<file path="src/rtl/mdu_pkg.sv">
// Shared definitions for the multiply/divide unit: op encodings, FSM states
// and default sizing.
package mdu_pkg;

  localparam int WIDTH_DEFAULT = 32;
  localparam int ITERS_DEFAULT = WIDTH_DEFAULT;
  localparam int CNT_W_DEFAULT = $clog2(ITERS_DEFAULT);

  typedef enum logic [1:0] {
    MDU_MULT  = 2'b00,
    MDU_MULTU = 2'b01,
    MDU_DIV   = 2'b10,
    MDU_DIVU  = 2'b11
  } mdu_op_e;

  typedef enum logic [1:0] {
    IDLE = 2'b00,
    CALC = 2'b01,
    FIX  = 2'b10
  } mdu_state_e;

endpackage

</file>
<file path="src/rtl/mdu_controller_if.sv">
// EX-stage <-> MDU signal bundle. The pipeline side is the master; the MDU
// controller is the slave.
interface mdu_controller_if #(
  parameter int WIDTH = 32
);
  import mdu_pkg::*;

  logic             start;
  mdu_op_e          op;
  logic [WIDTH-1:0] rs_val;
  logic [WIDTH-1:0] rt_val;
  logic             flush;
  logic             mfhi_req;
  logic             mflo_req;
  logic             mthi_we;
  logic             mtlo_we;
  logic             busy;
  logic             stall;
  logic             done;
  logic [WIDTH-1:0] hi_out;
  logic [WIDTH-1:0] lo_out;

  modport master (
    output start, op, rs_val, rt_val, flush, mfhi_req, mflo_req, mthi_we, mtlo_we,
    input  busy, stall, done, hi_out, lo_out
  );

  modport slave (
    input  start, op, rs_val, rt_val, flush, mfhi_req, mflo_req, mthi_we, mtlo_we,
    output busy, stall, done, hi_out, lo_out
  );

endinterface

</file>
<file path="src/rtl/mdu_iter_step.sv">
// One unsigned iteration of the MDU datapath: shift-add multiply step or
// restoring shift-subtract divide step on magnitudes.
module mdu_iter_step #(
  parameter int WIDTH = 32
) (
  input  logic             is_div_i,
  input  logic [WIDTH-1:0] acc_i,    // product high half / partial remainder
  input  logic [WIDTH-1:0] opa_i,    // multiplicand / divisor magnitude
  input  logic [WIDTH-1:0] shreg_i,  // multiplier bits / dividend-then-quotient bits
  output logic [WIDTH-1:0] acc_o,
  output logic [WIDTH-1:0] shreg_o
);

  logic [WIDTH:0] sum;
  logic [WIDTH:0] addend;
  logic [WIDTH:0] shifted;
  logic [WIDTH:0] diff;

  always_comb begin
    // NOTE: every output gets a default before any branch so no latch is inferred.
    acc_o   = acc_i;
    shreg_o = shreg_i;

    sum     = {1'b0, acc_i} + {1'b0, opa_i};
    addend  = shreg_i[0] ? sum : {1'b0, acc_i};
    shifted = {acc_i, shreg_i[WIDTH-1]};
    diff    = shifted - {1'b0, opa_i};

    if (is_div_i) begin
      // Remainder stays below the divisor, so diff's top bit is the borrow.
      if (!diff[WIDTH]) begin
        acc_o   = diff[WIDTH-1:0];
        shreg_o = {shreg_i[WIDTH-2:0], 1'b1};
      end else begin
        acc_o   = shifted[WIDTH-1:0];
        shreg_o = {shreg_i[WIDTH-2:0], 1'b0};
      end
    end else begin
      acc_o   = addend[WIDTH:1];
      shreg_o = {addend[0], shreg_i[WIDTH-1:1]};
    end
  end

endmodule

</file>
<file path="src/rtl/mdu_controller.sv">
// Sequences the iterative MDU for MULT/MULTU/DIV/DIVU, owns HI/LO and
// generates the EX-stage stall.
module mdu_controller
  import mdu_pkg::*;
#(
  parameter int WIDTH = WIDTH_DEFAULT,
  parameter int ITERS = ITERS_DEFAULT
) (
  input logic             clk,
  input logic             reset_n,
  mdu_controller_if.slave bus
);

  localparam int CNT_W = $clog2(ITERS);

  mdu_state_e       state_q, state_d;
  logic [CNT_W-1:0] cnt_q, cnt_d;
  logic [WIDTH-1:0] opa_q, opa_d;
  logic [WIDTH-1:0] shreg_q, shreg_d;
  logic [WIDTH-1:0] acc_q, acc_d;
  logic [WIDTH-1:0] rs_raw_q, rs_raw_d;
  logic [WIDTH-1:0] hi_q, hi_d;
  logic [WIDTH-1:0] lo_q, lo_d;
  logic             is_div_q, is_div_d;
  logic             neg_res_q, neg_res_d;
  logic             neg_rem_q, neg_rem_d;
  logic             div_zero_q, div_zero_d;
  logic             done_q, done_d;

  logic [WIDTH-1:0]   step_acc, step_shreg;
  logic               op_signed, op_div, rs_neg, rt_neg;
  logic [WIDTH-1:0]   rs_mag, rt_mag;
  logic [2*WIDTH-1:0] product, product_fix;
  logic [WIDTH-1:0]   quot_fix, rem_fix;

  assign op_signed = (bus.op == MDU_MULT) || (bus.op == MDU_DIV);
  assign op_div    = (bus.op == MDU_DIV)  || (bus.op == MDU_DIVU);
  assign rs_neg    = op_signed & bus.rs_val[WIDTH-1];
  assign rt_neg    = op_signed & bus.rt_val[WIDTH-1];
  assign rs_mag    = rs_neg ? -bus.rs_val : bus.rs_val;
  assign rt_mag    = rt_neg ? -bus.rt_val : bus.rt_val;

  assign product     = {acc_q, shreg_q};
  assign product_fix = neg_res_q ? -product : product;
  assign quot_fix    = neg_res_q ? -shreg_q : shreg_q;
  assign rem_fix     = neg_rem_q ? -acc_q : acc_q;

  mdu_iter_step #(.WIDTH(WIDTH)) u_step (
    .is_div_i (is_div_q),
    .acc_i    (acc_q),
    .opa_i    (opa_q),
    .shreg_i  (shreg_q),
    .acc_o    (step_acc),
    .shreg_o  (step_shreg)
  );

  always_comb begin
    state_d    = state_q;
    cnt_d      = cnt_q;
    opa_d      = opa_q;
    shreg_d    = shreg_q;
    acc_d      = acc_q;
    rs_raw_d   = rs_raw_q;
    hi_d       = hi_q;
    lo_d       = lo_q;
    is_div_d   = is_div_q;
    neg_res_d  = neg_res_q;
    neg_rem_d  = neg_rem_q;
    div_zero_d = div_zero_q;
    done_d     = 1'b0;

    unique case (state_q)
      IDLE: begin
        // A start always swallows a same-cycle MTHI/MTLO, even when flushed.
        if (bus.start) begin
          if (!bus.flush) begin
            state_d    = CALC;
            cnt_d      = '0;
            acc_d      = '0;
            is_div_d   = op_div;
            opa_d      = op_div ? rt_mag : rs_mag;
            shreg_d    = op_div ? rs_mag : rt_mag;
            rs_raw_d   = bus.rs_val;
            neg_res_d  = rs_neg ^ rt_neg;
            neg_rem_d  = rs_neg;
            div_zero_d = op_div && (bus.rt_val == '0);
          end
        end else begin
          if (bus.mthi_we) hi_d = bus.rs_val;
          if (bus.mtlo_we) lo_d = bus.rs_val;
        end
      end
      CALC: begin
        if (bus.flush) begin
          state_d = IDLE;
        end else begin
          acc_d   = step_acc;
          shreg_d = step_shreg;
          cnt_d   = cnt_q + CNT_W'(1);
          if (cnt_q == CNT_W'(ITERS - 1)) state_d = FIX;
        end
      end
      FIX: begin
        state_d = IDLE;
        if (!bus.flush) begin
          done_d = 1'b1;
          if (div_zero_q) begin
            hi_d = rs_raw_q;
            lo_d = '1;
          end else if (is_div_q) begin
            hi_d = rem_fix;
            lo_d = quot_fix;
          end else begin
            {hi_d, lo_d} = product_fix;
          end
        end
      end
      default: state_d = IDLE;
    endcase
  end

  always_ff @(posedge clk) begin
    // NOTE: sequential state uses non-blocking assignments so every register samples pre-edge values.
    if (!reset_n) begin
      state_q    <= IDLE;
      cnt_q      <= '0;
      opa_q      <= '0;
      shreg_q    <= '0;
      acc_q      <= '0;
      rs_raw_q   <= '0;
      hi_q       <= '0;
      lo_q       <= '0;
      is_div_q   <= 1'b0;
      neg_res_q  <= 1'b0;
      neg_rem_q  <= 1'b0;
      div_zero_q <= 1'b0;
      done_q     <= 1'b0;
    end else begin
      state_q    <= state_d;
      cnt_q      <= cnt_d;
      opa_q      <= opa_d;
      shreg_q    <= shreg_d;
      acc_q      <= acc_d;
      rs_raw_q   <= rs_raw_d;
      hi_q       <= hi_d;
      lo_q       <= lo_d;
      is_div_q   <= is_div_d;
      neg_res_q  <= neg_res_d;
      neg_rem_q  <= neg_rem_d;
      div_zero_q <= div_zero_d;
      done_q     <= done_d;
    end
  end

  assign bus.busy   = (state_q != IDLE);
  assign bus.stall  = bus.busy & (bus.start | bus.mfhi_req | bus.mflo_req |
                                  bus.mthi_we | bus.mtlo_we);
  assign bus.done   = done_q;
  assign bus.hi_out = hi_q;
  assign bus.lo_out = lo_q;

endmodule

</file>
<file path="src/flat_wrapper.sv">
// flat-port wrapper written by rule: the top's interface ports become plain ports
module mdu_controller_flat import mdu_pkg::*;
#(
  parameter int WIDTH = WIDTH_DEFAULT,
  parameter int ITERS = ITERS_DEFAULT
)
  (clk, reset_n, bus_start, bus_op, bus_rs_val, bus_rt_val, bus_flush, bus_mfhi_req, bus_mflo_req, bus_mthi_we, bus_mtlo_we, bus_busy, bus_stall, bus_done, bus_hi_out, bus_lo_out);
  mdu_controller_if #(.WIDTH(WIDTH)) bus_i ();
  input logic clk;
  input logic reset_n;
  input wire logic [$bits(bus_i.start)-1:0] bus_start;
  input wire logic [$bits(bus_i.op)-1:0] bus_op;
  input wire logic [$bits(bus_i.rs_val)-1:0] bus_rs_val;
  input wire logic [$bits(bus_i.rt_val)-1:0] bus_rt_val;
  input wire logic [$bits(bus_i.flush)-1:0] bus_flush;
  input wire logic [$bits(bus_i.mfhi_req)-1:0] bus_mfhi_req;
  input wire logic [$bits(bus_i.mflo_req)-1:0] bus_mflo_req;
  input wire logic [$bits(bus_i.mthi_we)-1:0] bus_mthi_we;
  input wire logic [$bits(bus_i.mtlo_we)-1:0] bus_mtlo_we;
  output wire logic [$bits(bus_i.busy)-1:0] bus_busy;
  output wire logic [$bits(bus_i.stall)-1:0] bus_stall;
  output wire logic [$bits(bus_i.done)-1:0] bus_done;
  output wire logic [$bits(bus_i.hi_out)-1:0] bus_hi_out;
  output wire logic [$bits(bus_i.lo_out)-1:0] bus_lo_out;
  assign bus_i.start = bus_start;
  assign bus_i.op = bus_op;
  assign bus_i.rs_val = bus_rs_val;
  assign bus_i.rt_val = bus_rt_val;
  assign bus_i.flush = bus_flush;
  assign bus_i.mfhi_req = bus_mfhi_req;
  assign bus_i.mflo_req = bus_mflo_req;
  assign bus_i.mthi_we = bus_mthi_we;
  assign bus_i.mtlo_we = bus_mtlo_we;
  assign bus_busy = bus_i.busy;
  assign bus_stall = bus_i.stall;
  assign bus_done = bus_i.done;
  assign bus_hi_out = bus_i.hi_out;
  assign bus_lo_out = bus_i.lo_out;
  mdu_controller #(.WIDTH(WIDTH), .ITERS(ITERS)) u_core (.clk(clk), .reset_n(reset_n), .bus(bus_i));
endmodule
</file>
<file path="config.mk">
export PLATFORM = sky130hd
export DESIGN_NAME = mdu_controller_flat
export DESIGN_NICKNAME = d
export VERILOG_FILES = /design/src/rtl/mdu_pkg.sv /design/src/rtl/mdu_controller_if.sv /design/src/rtl/mdu_iter_step.sv /design/src/rtl/mdu_controller.sv /design/src/flat_wrapper.sv
export SDC_FILE = /design/constraint.sdc
export NUM_CORES = 1
export LEC_CHECK = 0
export CAP_MARGIN = 40
export CORE_ASPECT_RATIO = 0.5
export CORE_MARGIN = 2
export CORE_UTILIZATION = 60
export DETAILED_ROUTE_END_ITERATION = 6
export GPL_ROUTABILITY_DRIVEN = 1
export PLACE_DENSITY = 0.88
export REMOVE_ABC_BUFFERS = 1
export SETUP_SLACK_MARGIN = 0.1
export SLEW_MARGIN = 5
export SYNTH_ARGS = -nofsm -noshare
export SYNTH_HDL_FRONTEND = slang
export SYNTH_SLANG_ARGS = --single-unit
</file>
<file path="constraint.sdc">
create_clock -name clk -period 7.6 [get_ports clk]
set_input_delay 1.52 -clock clk [delete_from_list [all_inputs] [get_ports clk]]
set_output_delay 1.52 -clock clk [all_outputs]
set_load 0.05 [all_outputs]
</file>
-- Word level (Yosys, flattened, before mapping)
Cells that the tools add are included.
- add/sub/neg operators: 8
- multipliers: 0
- divide/modulo/power cells: 0
- magnitude comparators: 0
- eq/ne operators: 13
- shifts and indexed selects: 0
- muxes and demuxes: 42
- bitwise gates (word level): 9
- reduce and logical (&&, ||, !) cells: 15
- operator list (operator ; number):
    two-way mux 32 bit ; 25
    one-hot mux 32 bit (2 select lines) ; 4
    negation 32 bit ; 4
    two-way mux 64 bit ; 1
    negation 64 bit ; 1
    adder 32 x 32 -> 33 bit ; 1
    two-way mux 33 bit ; 1
    subtractor 33 x 32 -> 33 bit ; 1
    logical NOT 32 bit ; 1
    two-way mux 5 bit ; 3
    inequality test 2 bit, second input constant ; 7
    AND reduction 4 bit ; 3
    one-hot mux 5 bit (2 select lines) ; 1
    two-way mux 2 bit ; 4
    == test 2 bit, second input constant ; 3
    AND reduction 3 bit ; 2
    nonzero test 2 bit ; 3
    adder 5 x 1 -> 5 bit, second input constant ; 1
    == test 5 bit, second input constant ; 1
    logical NOT 2 bit ; 2
    bitwise OR 1 bit ; 4
    one-hot mux 2 bit (2 select lines) ; 1
    bitwise AND 1 bit ; 3
    inequality test 3 x 2 -> 1 bit, second input constant ; 1
    other kinds (7) ; 9
- register bits: 204
- latch bits: 0
- RAM bits: 0
- memory bits (read-only): 0
- input bits: 74
- output and inout bits: 67
- memories: 0

-- Depth between registers and ports, before layout
Gate-level depths: netlist of the first run.
- depth after elaboration: 8
- mapped depth: 15
- depth with buffers taken out: 13

-- Hierarchy
A second synthesis of the first run with hierarchy kept.
- cells, all modules: 2243
- area, all modules: 16584.7 µm²
- by module, submodules not included (module ; instances ; cells an instance ; area each (µm²)):
    mdu_controller ; 1 ; 1551 ; 11737.5
    mdu_iter_step ; 1 ; 692 ; 4847.1

-- Worst setup path before layout of the first run
Ideal clock, no wire load.
- path kind: input -> register
- start: input port bus_rt_val[1]
- end: register u_core.shreg_q[27]
- library setup time: 0.065 ns
- data arrival time: 3.865 ns
- setup slack: 3.670 ns
- stages: 11
- buffers on the path: 1
- cells stage by stage: or4_1 > or3b_2 > clkbuf_1 > nor3_1 > nand2_1 > o41ai_1 > xnor2_1 > nor2_1 > a21oi_1 > a21oi_1 > nor2_1
- word-level cells in the longest chain between the ends: 6
- RTL lines (element ; line ; RTL):
    start, declared ; flat_wrapper.sv:14 ; input wire logic [$bits(bus_i.rt_val)-1:0] bus_rt_val;
    negation 32 bit ; mdu_controller.sv:41 ; assign rt_mag = rt_neg ? -bus.rt_val : bus.rt_val;
    two-way mux 32 bit ; mdu_controller.sv:41 ;
    two-way mux 32 bit ; mdu_controller.sv:82 ; shreg_d = op_div ? rs_mag : rt_mag;
    two-way mux 32 bit ; mdu_controller.sv:76 ; if (!bus.flush) begin
    two-way mux 32 bit ; mdu_controller.sv:75 ; if (bus.start) begin
    one-hot mux 32 bit (2 select lines) ; mdu_controller.sv:72 ; unique case (state_q)
    end signal, assigned ; mdu_controller.sv:142 ; shreg_q <= shreg_d;
    end, declared ; mdu_controller.sv:19 ; logic [WIDTH-1:0] shreg_q, shreg_d;
No other way between the ends. The select of a mux whose other input is x is not followed.
A chain may end at the register's enable or synchronous reset.

-- Final worst setup path of the first run
- start: input port bus_mtlo_we
- end: output port bus_stall
- word-level cells in the longest chain between the ends: 2
- RTL lines (element ; line ; RTL):
    start, declared ; flat_wrapper.sv:19 ; input wire logic [$bits(bus_i.mtlo_we)-1:0] bus_mtlo_we;
    bitwise OR 1 bit ; mdu_controller.sv:157 ; bus.mthi_we | bus.mtlo_we);
    bitwise AND 1 bit ; mdu_controller.sv:156 ; assign bus.stall = bus.busy & (bus.start | bus.mfhi_req | bus.mflo_req |
    end, declared ; flat_wrapper.sv:21 ; output wire logic [$bits(bus_i.stall)-1:0] bus_stall;
No other way between the ends.

==> impl_metrics.ini, run 1 <==
[logic_synthesis]
yosysWarnings = 0
syn_avg_cell_area_um2 = 7.53
synthFlopType = dfxtp_1
synth.ff_latch_count = 204
postSynthCellCount = 2210
synth.distinct_cells = 77
ys_async_sr_fraction_pct = 0
syn_area_um2 = 16600
synth_edf_count = 0
yosysSeqAreaShare_pct = 24.5

[placement]
portBuffers = 140
hpwl_um = 40300
gp_congestion = 0.976
place_area_um2 = 18100

[die]
dieArea_um2 = 29200
core_um2 = 27500
ios = 141
start_util_pct = 60.5
rows = 43
die_w_um = 240
die_h_um = 122

[grt]
gr-max-usage-layer = met2
overflow = 0
grt_start_max_net_pins = 69
track_usage_pct = 37.5
grt_util_met3_pct = 10.4
gr-usage-met1_pct = 52.1
grt_pass1_vias = 15600
grt_antenna_before_repair = 0
grt_pass1_wl_um = 86500
met2_usage_pct = 55.9

[finish]
final_core_util_pct = 68.5
layout_commonest_cell = nand2_1
areaGrowthSynthToFinish_pct = 13.1
seqCellArea_um2 = 4090
layout_common_cells = nand2_1 (266), dfxtp_1 (202), a21oi_1 (197), nor2_1 (157), clkdlybuf4s50_1 (138)
fin_nets = 2374
final_area_um2 = 18800
insertedDiodeCount = 0
multi_input_area_um2 = 11700
drive_above_1_share_pct = 4.73
fillers = 2210

[critical_path]
worstSetupStartpointType = primary input
cpMaxStageDelayCell = clkdlybuf4s50_1
path_cells = clkdlybuf4s50_1 > or4_1 > o21a_1 > clkdlybuf4s50_1
worstSetupPathType = in -> out
critical_path.max_stage_delay_ns = 0.69
critPathArrivalTime_ns = 3.31
crit_top_cell = clkdlybuf4s50_1
endpoint_kind = output port
cp_max_fo = 2
cp.required_ns = 6.08
critPathTopFamily = buffers and inverters
crit_buf_inv = 2

[power]
swShare_pct = 33.5
power.switching_mw = 1.05
intPower_mw = 2.09
sequentialPowerShare_pct = 38.1
p_leak_nw = 7.46
combPwrFrac_pct = 26.7
p_clk_share_pct = 35.3
ir_drop_uv = 151
power_density_nw_per_um2 = 167
total_power_mw = 3.14

[clocking]
clock_sinks = 204
cts_made_buffers = 21
cts_tree = yes
worstSkewPairLatency_ns = 0.53
path_clk_slew_ns = 0.06
holdBufCountCts = 0
htree_levels = 1
cts_resized = 0
postCtsSetupBuffers = 0
root_buffer = clkbuf_16
cts_max_path_buffers = 3

[route]
ant_nets = 0
vias_per_cell = 6.65
drt_iter0_markers = 2301
dr_total_vias = 17500
routed_wl_um = 56200
wl_per_cell_um = 21.4
firstDrtPassIters = 7
drc = 2

[timing]
min_period_ns = 4.83
tns_ns = 0
rsz0062_at_grt = no
setup-violations-final = 0
fin_worst_skew_ns = 0.0156
fmax_mhz = 207
hold_viol_final = 0
worst_slew_margin_rel_pct = 34.8
final_max_slew_viol_count = 0
min_period_over_period_pct = 63.5
worst_slew_pin_slew_ns = 0.954
whs_ns = 0.465

[run_status]
violations = DRC
status = complete, but fails checks

[flow_run]
maxCapViolCount = 0

[hold_path]
hp-class = reg -> reg
==> routing by layer <==
| metal | up-vias | part of all wire, % |
|---|---|---|
| met1 | 8131 | 41 |
| met3 | 196 | 14 |
| met4 | 0 | 3.8 |
| met5 | - | 0 |
| li1 | 7970 | - |
| met2 | 1164 | 41 |
==> flip-flops by register name, summed over array words and instances (netlist names) <==
| register | flops |
|---|---|
| u_core.acc_q | 32 |
| u_core.bus.hi_out | 32 |
| u_core.bus.lo_out | 32 |
| u_core.opa_q | 32 |
| u_core.rs_raw_q | 32 |
| u_core.shreg_q | 32 |
| u_core.cnt_q | 5 |
| u_core.state_q | 2 |
| u_core.bus.done | 1 |
| u_core.div_zero_q | 1 |
| u_core.is_div_q | 1 |
| u_core.neg_rem_q | 1 |
| u_core.neg_res_q | 1 |
==> per-stage QoR <==
stage	cells	setup slack, ns
floorplan	2036	2.55
global placement	2582	2.76
detailed placement	2586	2.67
CTS	2624	2.76
global route	2625	2.73
finish	2625	2.77
==> Yosys cell counts (22+ instances only) <==
| library cell | count | share of area, % |
|---|---|---|
| ha_1 | 70 | 5.3 |
| o31ai_1 | 23 | 1.0 |
| a21boi_0 | 67 | 3.0 |
| a21o_1 | 24 | 1.1 |
| nor2_1 | 161 | 3.6 |
| o221ai_1 | 31 | 1.6 |
| xor2_1 | 60 | 3.2 |
| inv_1 | 67 | 1.5 |
| dfxtp_1 | 204 | 25 |
| clkbuf_1 | 146 | 3.3 |
| o21ai_0 | 135 | 4.1 |
| nand3_1 | 27 | 0.81 |
| xnor2_1 | 115 | 6.1 |
| a211oi_1 | 24 | 1.1 |
| nand2b_1 | 24 | 0.90 |
| nor2b_1 | 57 | 2.1 |
| and2_1 | 22 | 0.83 |
| o211a_1 | 27 | 1.6 |
| a21oi_1 | 197 | 5.9 |
| nand2_1 | 267 | 6.0 |
| nor3_1 | 40 | 1.2 |
| mux2i_1 | 128 | 7.7 |
| o211ai_1 | 41 | 1.8 |
==> path summary, 6_finish.rpt <==
check | start | to | slack, ns | cells past startpoint
worst max-delay path | bus_mtlo_we | bus_stall | 2.77 | 4
worst max register to register | u_core.shreg_q[31] | u_core.shreg_q[0] | 2.96 | 14
worst min register to register | u_core.bus.lo_out[25] | u_core.bus.lo_out[25] | 0.47 | 2
worst min-delay path | u_core.bus.lo_out[25] | u_core.bus.lo_out[25] | 0.47 | 2
==> worst min-delay path, stage by stage (launching register included) <==
cell	delay, ns
dfxtp_1	0.31
nand2_1	0.05
a21boi_0	0.06
==> power groups by stage <==
| stage | logic [mW] | registers, mW | clock network (mW) |
|---|---|---|---|
| 6_report | 0.837 | 1.20 | 1.11 |
| 5_1_grt | 0.896 | 1.20 | 1.14 |
| 4_1_cts | 0.814 | 1.19 | 1.10 |
| 3_5_place_dp | 0.807 | 1.21 | 0 |
| 3_3_place_gp | 0.788 | 1.21 | 0 |
| 2_1_floorplan | 0.474 | 1.26 | 0 |
==> cell families (layout without fill, tap and decap cells) <==
group	after synthesis	after routing	share of synthesized area, %
multiplexers	134	134	8.11
AO/OA/AOI/OAI	692	692	27.5
adder cells (fa/ha/maj)	72	72	5.50
flip-flops	204	204	24.5
AND/OR/NAND/NOR	691	691	19.5
buffers and inverters	242	275	5.58
XOR/XNOR	175	175	9.21
==> layout make-up <==
type                       count  area share, %
multi-input combinational   1764           61.9
sequential                   204           21.7
timing repair buffer         169           8.65
clock buffer                  30           3.29
tap                          382           2.54
inverter                      68           1.36
clock inverter                 8          0.512
Note: power is estimated with default switching activity, not from simulation.
==> inputs of run 2 (changes only) <==
- clock period: 7.6 -> 4.5 ns (I/O delays scaled with it)
==> run 2 against run 1 <==
The run now ends clean; first-iteration DRC count is 17% higher; final cell count is 0.99% higher; sequential cell count unchanged; highest routed layer is now met5.
==> impl_metrics.ini, run 2 (synthesized netlist as in run 1, its figures left out) <==
[timing]
min_period_ns = 4.08
fin_worst_skew_ns = 0.0161
min_period_over_period_pct = 90.8
whs_ns = 0.458
tns_ns = 0
final_max_slew_viol_count = 0
fmax_mhz = 245
worst_slew_margin_rel_pct = 44.7
setup_ws_ns = 0.416
rsz0062_at_grt = no
setup-violations-final = 0
hold_viol_final = 0
worst_slew_pin_slew_ns = 0.830

[clocking]
cts_made_buffers = 21
cts_max_path_buffers = 3
postCtsSetupBuffers = 0
cts_tree = yes
holdBufCountCts = 0
htree_levels = 1
clock_sinks = 204
root_buffer = clkbuf_16
worstSkewPairLatency_ns = 0.54
path_clk_slew_ns = 0.07

[grt]
overflow = 0
grt_pass1_vias = 15800
grt_start_max_net_pins = 116
grt_pass1_wl_um = 90200
grt_antenna_before_repair = 1
track_usage_pct = 39.7

[critical_path]
cp.required_ns = 4.92
cp_max_fo = 28
reg2reg_from = u_core.acc_q[0]
worstSetupStartpointType = flip-flop
endpoint_kind = flip-flop
reg2reg_slack_ns = 0.42
r2r_cells = 13
critPathArrivalTime_ns = 4.51
worstReg2RegEnd = u_core.acc_q[24]
worstSetupPathType = reg -> reg

[route]
routed_wl_um = 59300
firstDrtPassIters = 7
vias_per_cell = 6.65
ant_nets = 0
drt_iter0_markers = 2695
drc = 0
wl_per_cell_um = 22.4
dr_total_vias = 17600

[die]
die_h_um = 122
rows = 43
core_um2 = 27500
start_util_pct = 60.5
ios = 141
die_w_um = 240
dieArea_um2 = 29200

[power]
intPower_mw = 3.46
power_density_nw_per_um2 = 278
power.switching_mw = 1.84
p_clk_share_pct = 34.3
swShare_pct = 34.7
sequentialPowerShare_pct = 38.2
ir_drop_uv = 248
combPwrFrac_pct = 27.5
p_leak_nw = 7.59
total_power_mw = 5.30

[finish]
layout_common_cells = nand2_1 (266), dfxtp_1 (202), a21oi_1 (197), nor2_1 (157), clkdlybuf4s50_1 (138)
seqCellArea_um2 = 4090
drive_above_1_share_pct = 5.86
layout_commonest_cell = nand2_1
final_core_util_pct = 69.3
multi_input_area_um2 = 11700
fin_nets = 2401
areaGrowthSynthToFinish_pct = 14.5
final_area_um2 = 19000
layout.cells.non_filler = 2651
fillers = 2238

[hold_path]
min_path_cells = 1
hold_path_end = u_core.bus.hi_out[23]
hold_start = u_core.bus.hi_out[23]
hp-class = reg -> reg

[placement]
gp_congestion = 1.03
post-place-ws_ns = 0.435
dp.cells = 2613
portBuffers = 140
hpwl_um = 42600
place_area_um2 = 18300

[flow_run]
maxCapViolCount = 0

[run_status]
status = completed
run 2: power by group through the flow:
stage	Sequential (mW)	Clock (mW)	Combinational, mW
after floorplan	2.13	0	0.801
after global placement	2.05	0	1.37
after detailed placement	2.05	0	1.40
after CTS	2.01	1.80	1.41
after global routing	2.03	1.88	1.55
final	2.02	1.82	1.46
run 2: worst max-delay path by stage:
stage,from,depth (start not counted),end,slack [ns]
CTS,u_core.acc_q[0],13,u_core.acc_q[24],0.38
detailed placement,u_core.acc_q[0],13,u_core.acc_q[24],0.44
finish,u_core.acc_q[0],13,u_core.acc_q[24],0.42
global placement,u_core.acc_q[0],13,u_core.acc_q[24],0.53
global route,u_core.acc_q[0],13,u_core.acc_q[24],0.25
floorplan,bus_flush,5,u_core.opa_q[0],0.07
run 2: worst max-delay path, stage by stage (launching register included):
cell	delay [ns]
dfxtp_1	0.51
inv_1	0.20
fa_1	0.50
nand2b_1	0.19
a21oi_1	0.27
o2111ai_1	0.26
a211oi_2	0.38
or4_1	0.23
and3_1	0.17
a211o_1	0.37
buf_12	0.28
mux2_2	0.35
o21ai_0	0.14
a21oi_1	0.10
run 2: layout make-up:
cell class                      instances  area share, %
Antenna cell                            1         0.0131
Clock buffer                           24           2.87
Clock inverter                         12          0.709
Inverter                               68           1.34
Multi-Input combinational cell       1764           61.2
Sequential cell                       204           21.5
Tap cell                              382           2.51
Timing Repair Buffer                  196           9.87
run 2: routing by layer:
metal  GRT usage, %  vias to the layer above  share of wire [%]
li1               -                     8017                  -
met4           12.3                        2                3.3
met5              0                        -              0.025
met1           54.0                     8238                 41
met3           15.4                      190                 16
met2           57.6                     1173                 40
run 2: what timing repair did:
item / in CTS / in global routing
hold endpoints to repair: 0 / 0
resized for setup: 0 / 1
endpoints found under the setup margin: 0 / 2
